$ cat src/rtl/axi_wr_traffic_gen.sv
// axi_wr_traffic_gen: AXI4 write traffic generator for DDR self-test (init fill, single commands, 4 data patterns, B error count)
// Ports: clk, rst_n (sync, active low); init_start/write_en/cmd_*/pattern_mode/random_data_en from the sequencer;
// write_done_p/init_done/busy/bresp_err_cnt/outstanding status; full AXI4 AW/W/B master channels.
// Optional macro TG_ERR_INJECT_EN adds inject_err, a one-shot that flips wdata[0] of the next accepted W beat.
module axi_wr_traffic_gen #(
  parameter int AXI_DATA_WIDTH  = 128,
  parameter int AXI_ADDR_WIDTH  = 32,
  parameter int ID_WIDTH        = 8,
  parameter int MEM_SPACE_AW    = 18,
  parameter int MAX_OUTSTANDING = 4
) (
  input  logic                        clk,
  input  logic                        rst_n,
`ifdef TG_ERR_INJECT_EN
  input  logic                        inject_err,
`endif
  input  logic                        init_start,
  input  logic                        write_en,
  input  logic [AXI_ADDR_WIDTH-1:0]   cmd_addr,
  input  logic [ID_WIDTH-1:0]         cmd_id,
  input  logic [7:0]                  cmd_len,
  input  logic [1:0]                  pattern_mode,
  input  logic                        random_data_en,
  output logic                        write_done_p,
  output logic                        init_done,
  output logic                        busy,
  output logic [15:0]                 bresp_err_cnt,
  output logic [4:0]                  outstanding,
  output logic [AXI_ADDR_WIDTH-1:0]   axi_awaddr,
  output logic [ID_WIDTH-1:0]         axi_awid,
  output logic [7:0]                  axi_awlen,
  output logic [2:0]                  axi_awsize,
  output logic [1:0]                  axi_awburst,
  output logic                        axi_awvalid,
  input  logic                        axi_awready,
  output logic [AXI_DATA_WIDTH-1:0]   axi_wdata,
  output logic [AXI_DATA_WIDTH/8-1:0] axi_wstrb,
  output logic                        axi_wvalid,
  output logic                        axi_wlast,
  input  logic                        axi_wready,
  input  logic [ID_WIDTH-1:0]         axi_bid,
  input  logic [1:0]                  axi_bresp,
  input  logic                        axi_bvalid,
  output logic                        axi_bready
);
  localparam int BYTES = AXI_DATA_WIDTH / 8;
  localparam int NL = AXI_DATA_WIDTH / 16;
  localparam int PW = MAX_OUTSTANDING > 1 ? $clog2(MAX_OUTSTANDING) : 1;
  localparam logic [AXI_ADDR_WIDTH-1:0] BURST_BYTES = AXI_ADDR_WIDTH'(16 * BYTES);
  localparam logic [AXI_ADDR_WIDTH:0] SPACE = (AXI_ADDR_WIDTH+1)'(1) << (MEM_SPACE_AW + 2);
  localparam logic [4:0] MO = 5'(MAX_OUTSTANDING);
  typedef enum logic [2:0] {IDLE, INIT, INIT_WAIT, CMD, ABORT} state_t;
  state_t state, state_nx;
  logic [AXI_ADDR_WIDTH-1:0] q_addr [MAX_OUTSTANDING];
  logic [7:0] q_len [MAX_OUTSTANDING];
  logic [PW-1:0] wp, rp;
  logic [4:0] q_cnt;
  logic [7:0] beat;
  logic [31:0] lfsr;
  logic [AXI_ADDR_WIDTH-1:0] ba;
  logic [AXI_DATA_WIDTH-1:0] lanes, data;
  logic [7:0] r;
  logic aw_hs, w_hs, b_hs, q_empty, q_full, drained, last_burst;
  logic unused_ok;
  assign axi_awsize = 3'($clog2(BYTES));
  assign axi_awburst = 2'b01;
  assign axi_wstrb = '1;
  assign axi_bready = 1'b1;
  assign q_empty = q_cnt == 5'd0;
  assign q_full = q_cnt == MO;
  assign drained = outstanding == 5'd0 && q_empty;
  // In INIT the request is withheld while the outstanding window is full; once raised it
  // cannot drop because outstanding only shrinks until this AW is accepted.
  assign axi_awvalid = state == CMD || (state == INIT && outstanding < MO && !q_full);
  assign aw_hs = axi_awvalid && axi_awready;
  assign axi_wvalid = !q_empty;
  assign axi_wlast = axi_wvalid && beat == q_len[rp];
  assign w_hs = axi_wvalid && axi_wready;
  assign b_hs = axi_bvalid;
  assign write_done_p = state == CMD && aw_hs;
  assign busy = axi_awvalid || !q_empty || outstanding != 5'd0;
  assign last_burst = ({1'b0, axi_awaddr} + {1'b0, BURST_BYTES}) == SPACE;
  assign ba = q_addr[rp] + AXI_ADDR_WIDTH'(beat) * AXI_ADDR_WIDTH'(BYTES);
  assign unused_ok = ^{axi_bid, ba[AXI_ADDR_WIDTH-1:11], ba[2:0]};
  always_comb begin
    r = 8'h00;
    lanes = '0;
    for (int k = 0; k < NL; k++) begin
      r = random_data_en ? lfsr[8*(k%4)+:8] : 8'h00;
      lanes[16*k+:16] = pattern_mode == 2'd1 ? ((k % 2 == 0) ? 16'hFFFF : 16'h0000) : {r, r ^ (ba[10:3] + 8'(k))};
    end
    data = pattern_mode[1] ? (pattern_mode[0] ? '0 : AXI_DATA_WIDTH'(1) << (32'(beat) % AXI_DATA_WIDTH)) : lanes;
  end
`ifdef TG_ERR_INJECT_EN
  logic inj_arm;
  always_ff @(posedge clk) begin
    if (!rst_n) inj_arm <= 1'b0;
    else if (w_hs && inj_arm) inj_arm <= 1'b0;
    else if (inject_err) inj_arm <= 1'b1;
  end
  assign axi_wdata = data ^ AXI_DATA_WIDTH'(inj_arm);
`else
  assign axi_wdata = data;
`endif
  always_ff @(posedge clk) begin
    if (!rst_n) state <= IDLE;
    else state <= state_nx;
  end
  // Dropping init_start mid-fill lets the in-flight AW finish, then drains without setting init_done.
  always_comb begin
    state_nx = state;
    case (state)
      IDLE: state_nx = (init_start && !init_done) ? INIT :
                       (!init_start && write_en && outstanding < MO && !q_full) ? CMD : IDLE;
      INIT: state_nx = (aw_hs && last_burst) ? (init_start ? INIT_WAIT : ABORT) :
                       (!init_start && (aw_hs || !axi_awvalid)) ? ABORT : INIT;
      INIT_WAIT: state_nx = drained ? IDLE : INIT_WAIT;
      CMD: state_nx = aw_hs ? IDLE : CMD;
      ABORT: state_nx = drained ? IDLE : ABORT;
      default: state_nx = IDLE;
    endcase
  end
  always_ff @(posedge clk) begin
    if (!rst_n) init_done <= 1'b0;
    else if (!init_start) init_done <= 1'b0;
    else if (state == INIT_WAIT && drained) init_done <= 1'b1;
  end
  always_ff @(posedge clk) begin
    if (aw_hs) begin
      q_addr[wp] <= axi_awaddr;
      q_len[wp] <= axi_awlen;
    end
  end
  always_ff @(posedge clk) begin
    if (!rst_n) begin
      axi_awaddr <= '0;
      axi_awid <= '0;
      axi_awlen <= '0;
      outstanding <= '0;
      wp <= '0;
      rp <= '0;
      q_cnt <= '0;
      beat <= '0;
      lfsr <= 32'h0707_336A;
      bresp_err_cnt <= '0;
    end else begin
      if (state == IDLE && state_nx == INIT) begin
        axi_awaddr <= '0;
        axi_awid <= '0;
        axi_awlen <= 8'd15;
      end else if (state == IDLE && state_nx == CMD) begin
        axi_awaddr <= cmd_addr;
        axi_awid <= cmd_id;
        axi_awlen <= cmd_len;
      end else if (state == INIT && aw_hs) begin
        axi_awaddr <= axi_awaddr + BURST_BYTES;
        axi_awid <= axi_awid + ID_WIDTH'(1);
      end
      if (aw_hs && !b_hs) outstanding <= outstanding + 5'd1;
      else if (!aw_hs && b_hs && outstanding != 5'd0) outstanding <= outstanding - 5'd1;
      if (aw_hs) wp <= (wp == PW'(MAX_OUTSTANDING - 1)) ? '0 : wp + PW'(1);
      if (w_hs) begin
        lfsr <= {lfsr[30:0], lfsr[31] ^ lfsr[21] ^ lfsr[1] ^ lfsr[0]};
        beat <= axi_wlast ? 8'd0 : beat + 8'd1;
        if (axi_wlast) rp <= (rp == PW'(MAX_OUTSTANDING - 1)) ? '0 : rp + PW'(1);
      end
      q_cnt <= q_cnt + {4'd0, aw_hs} - {4'd0, w_hs && axi_wlast};
      if (b_hs && axi_bresp != 2'b00 && bresp_err_cnt != 16'hFFFF) bresp_err_cnt <= bresp_err_cnt + 16'd1;
    end
  end
endmodule

$ cat config.mk
export PLATFORM = sky130hd
export DESIGN_NAME = axi_wr_traffic_gen
export DESIGN_NICKNAME = d
export VERILOG_FILES = /design/src/rtl/axi_wr_traffic_gen.sv
export SDC_FILE = /design/constraint.sdc
export NUM_CORES = 1
export LEC_CHECK = 0
export BUFFER_PORTS_ARGS = -buffer_cell sky130_fd_sc_hd__buf_2
export CORE_MARGIN = 2
export CORE_UTILIZATION = 55
export CTS_CLUSTER_SIZE = 24
export DETAILED_ROUTE_END_ITERATION = 10
export HOLD_SLACK_MARGIN = 0.1
export PLACE_DENSITY = 0.84
export REMOVE_ABC_BUFFERS = 1
export SKIP_CTS_REPAIR_TIMING = 1
export SYNTH_ARGS = -nofsm -noshare
export SYNTH_HDL_FRONTEND = slang
export SYNTH_SLANG_ARGS = --single-unit
$ cat constraint.sdc
create_clock -name clk -period 4.23 [get_ports clk]
set_input_delay 0.423 -clock clk [delete_from_list [all_inputs] [get_ports clk]]
set_output_delay 0.423 -clock clk [all_outputs]
set_load 0.05 [all_outputs]
* After elaboration in Yosys (flattened, before gate mapping)
Memories as Yosys holds them, arrays and structs flattened. A register that Yosys moved wholly into a read port is not among the register bits.
Index checks and enable logic that the tools add are counted.
** Cells by class
- $add $sub $neg :: 19
- Magnitude comparators :: 1
- Equal/unequal tests :: 13
- Shift-type cells :: 1
- Muxes and demuxes :: 40
- Bitwise operators :: 12
- Reduce and logical (&&, ||, !) cells :: 45
** Operators by type and width (number)
- $mux 128 :: 2
- $mux 16 :: 8
- $shl 1x7->128 const A :: 1
- $mux 32 :: 2
- $xor 8x8->8 :: 8
- $mux 8 :: 7
- $add 32x9->33 const B :: 1
- $eq 33x21->1 const B :: 1
- $add 32x9->32 const B :: 1
- $add 8x3->8 const B :: 4
- $add 8x1->8 const B :: 3
- $logic_and 1x1->1 :: 23
- $mux 2 :: 10
- $add 16x1->16 const B :: 1
- $add 8x2->8 const B :: 2
- $ne 16x16->1 const B :: 1
- $pmux 3 s5 :: 1
- $mux 3 :: 4
- $add 11x11->11 :: 1
- $logic_not 5->1 :: 2
- $mux 5 :: 2
- $eq 3x2->1 const B :: 3
- $eq 8x8->1 :: 1
- $mux 4 :: 2
- 21 further kinds :: 40
** Storage, ports and cells
- Flip-flop bits (word level) :: 122
- Bits in writable memories :: 160
- Logic and storage cells :: 146
- Memories :: 2
** Memories
- q_addr :: depth 4, bits a word 32, read ports 1, clocked after memory_dff 1, write ports 1, RTL line 54 : logic [AXI_ADDR_WIDTH-1:0] q_addr [MAX_OUTSTANDING];
- q_len :: depth 4, bits a word 8, read ports 1, clocked after memory_dff 1, write ports 1, RTL line 55 : logic [7:0] q_len [MAX_OUTSTANDING];

* Depth between registers and ports, before layout
- Word-level depth :: 14
- Depth in mapped cells :: 16

* Least setup slack after synthesis
No wires, ideal clock.
- Path kind :: flip-flop to output port
- From :: register (tool-made name)
- To :: output axi_wdata[118]
- Data arrival time :: 3.986 ns
- Path slack :: -0.179 ns
- Stages on the path, launching flop included :: 13
- Cells stage by stage :: dfxtp_1 > buf_6 > buf_12 > mux4_1 > ha_1 > fa_1 > xor2_1 > ha_1 > clkbuf_1 > a21oi_1 > nand3b_1 > xnor2_1 > o22ai_1
** RTL lines
- to (decl) :: RTL line 36 : output logic [AXI_DATA_WIDTH-1:0] axi_wdata,

==> flow_summary_export.csv <==
group,metric,value,unit
sta,fin_crit_sh,98.7,%
drt,vias_per_cell,5.95,
sta,rsz0062_at_grt,"yes",
sta,maxSlewHeadroom,20.1,%
drt,dr.pass1.iters,5,
yosys,seq_area_frac_synth,36.7,%
drt,drc_errors,0,
placement,dp_hpwl,26.9,mm
sta,hold_viol,0,
critical_path,crit_arrival,3.75,ns
global_routing,track_usage,30.6,%
critical_path,crit_slowest_cell,"mux4_1",
final_layout,final_common_cell,"buf_2",
final_layout,finalNetCount,1703,
global_routing,grt_pass1_wl,55.0,mm
clock_network,cts-buffers-inserted,17,
power_and_ir_drop,p_leak,5.96,nW
clock_network,cts_tree,"built",
global_routing,grt_remaining_overflow,0,
sta,tightestPinTransition,1.19,ns
run_status,status,"finished clean",
power_and_ir_drop,powerDensity,612,mW/mm^2
critical_path,worstSetupPathType,"reg -> out",
clock_network,clockRootBuffer,"clkbuf_16",
drt,drt_iter0_markers,869,
critical_path,cp.required,3.81,ns
sta,final.min_clock_period,4.17,ns
clock_network,path_clk_slew,0.07,ns
sta,drv_slew,0,
placement,io_buffers,262,
die,die_w,152,um
yosys,syn_area,0.0120,mm^2
clock_network,htree_levels,4,
final_layout,final_util,65.4,%
yosys,syn_inst,1381,
drt,ant_nets,0,
final_layout,drive_above_1_share,22.0,%
yosys,synth_flop_cell,"dfxtp_1",
sta,fmax,240,MHz
final_layout,final_cell_mix,"250 x buf_2, 210 x nand2_1, 123 x dfxtp_1",
yosys,synth_top_area_cell,"dfxtp_1",
yosys,avgSynthCellArea,8.69,um^2
final_layout,fillers,1834,
yosys,synth_async_sr_flop_share,0,%
sta,setup_viol,0,
yosys,ys_warn_count,0,
drt,vias,11200,
final_layout,multiInputGateArea,0.00712,mm^2
yosys,ys_types,73,
final_layout,syn2layout_area_growth,17.8,%
critical_path,path_max_fanout,5,
critical_path,start_kind,"flip-flop",
global_routing,grt_antenna_before_repair,0,
sta,skew,0.0106,ns
run,timing.max_cap.violations,0,
drt,wl_per_cell,19.2,um
critical_path,max_stage_delay,0.56,ns
power_and_ir_drop,p_total,0.00865,W
clock_network,clk_latency,0.43,ns
clock_network,clk_path_buf_depth,2,
critical_path,cp_common_cell,"buf_4",
global_routing,grt_max_degree,51,
yosys,synth_edf_count,64,
yosys,synth_area_leaders,"dfxtp_1 21%, edfxtp_1 16%, nand2_1 6.6%, xnor2_1 5.4%, xor2_1 4.1%",
critical_path,crit_chain,"mux4_1 > ha_1 > fa_2 > a211oi_2 > o21ai_0 > a21oi_1 > buf_4 > xnor3_1 > xnor2_1 > o22ai_1 > buf_4",
die,dieHeight,152,um
clock_network,clock-sinks,188,
power_and_ir_drop,ir_drop,0.000368,V
die,die_area,0.0230,mm^2
yosys,synth_top_area_share,20.7,%
global_routing,first_global_vias,10400,
placement,gp_congestion,0.955,
die,initial_core_util,55.5,%
die,rows,54,
critical_path,endpoint_kind,"output pin",
min_path,hp-class,"in -> reg",
yosys,synth-seq-cells,188,
die,core,0.0216,mm^2
final_layout,num_antenna_cells,0,
die,ioPinCount,293,
final_layout,seqCellArea,0.00441,mm^2
drt,finalWirelength,36.3,mm
[final cells by class]
class	count	area share [%]
Clock buffer	26	3.76
Clock inverter	6	0.504
Inverter	29	0.770
Sequential cell	188	31.2
Timing Repair Buffer	288	10.9
Tap cell	280	2.48
Multi-Input combinational cell	1069	50.4
[power breakdown]
group	switching (W)	internal [W]
sequential	0.000361	0.00216
combinational	0.00305	0.00147
clock	0.000671	0.000939
total	0.00408	0.00457
[Yosys cell counts (6+ instances only)]
cell type	instances
a21oi_1	61
xnor3_1	6
o21ai_0	66
a21o_1	9
nand2b_1	10
ha_1	39
nand3_1	51
o22ai_1	50
nand2_1	210
or3_1	9
and3_1	15
and4_1	8
inv_1	29
edfxtp_1	64
xor2_1	56
nor2b_1	12
and2_1	27
dfxtp_1	124
a211oi_1	34
nor2_1	120
a21boi_0	20
nor3_1	27
buf_4	23
clkbuf_1	73
mux4_1	15
o21a_1	9
xnor2_1	74
nand4_1	30
buf_2	11
[final timing paths]
check | from | end | slack, ns | cells past startpoint
worst max-delay path | flip-flop | axi_wdata[119] | 0.06 | 11
worst min-delay path | cmd_addr[0] | axi_awaddr[0] | 0.22 | 3
worst max register to register | flip-flop | q_cnt[4] | 0.63 | 15
worst min register to register | axi_awaddr[2] | axi_awaddr[2] | 0.47 | 2
[logic make-up (layout without fill, tap and decap cells)]
group                    Yosys count  after routing  share of synthesized area, %
AND/OR/NAND/NOR                  548            548                          21.6
AO/OA/AOI/OAI                    292            292                          15.4
flip-flops                       188            188                          36.7
XOR/XNOR                         144            144                          12.2
buffers and inverters            144            349                          5.55
adder cells (fa/ha/maj)           42             42                          4.56
multiplexers                      21             21                          3.89
other                              2             22                        0.0625
[flip-flops by register name, summed over array words and instances (netlist names), 2 cells and up, named ones only]
name           flops
q_cnt              5
state              3
bresp_err_cnt     16
q_len             32
lfsr              32
axi_awaddr        32
outstanding        5
axi_awid           8
wp                 2
rp                 2
q_addr            32
axi_awlen          8
beat               8
[per-stage QoR]
step                      std cells  instance area (um^2)  setup TNS (ns)  setup slack, ns  hold slack [ns]
after detailed placement       1852                 13400               0            0.142            0.459
after floorplan                1286                 11500           -4.88           -0.371            0.463
after CTS                      1884                 14000           -4.60           -0.307            0.211
after global routing           1886                 14100          -0.420          -0.0483            0.218
final                          1886                 14100               0           0.0570            0.224
after global placement         1852                 13400               0            0.247            0.456
[routing by layer]
layer | share of wire [%] | wire [um] | up-vias | GRT usage [%]
li1 | - | - | 5284 | -
met1 | 39 | 14200 | 5214 | 37.1
met2 | 48 | 17500 | 614 | 52.4
met3 | 8.3 | 3000 | 103 | 5.75
met4 | 4.6 | 1680 | 0 | 15.0
met5 | 0 | 0 | - | 0
[worst max-delay path: cells and delay by family, from the launching register on]
| family | cells | cell delay [ns] |
|---|---|---|
| flops | 1 | 0.39 |
| compound gates | 4 | 0.70 |
| xor+xnor | 2 | 0.66 |
| mux | 1 | 0.56 |
| fa+ha+maj | 2 | 0.63 |
| buf+inv | 2 | 0.38 |
Note: power is estimated with default switching activity, not from simulation.
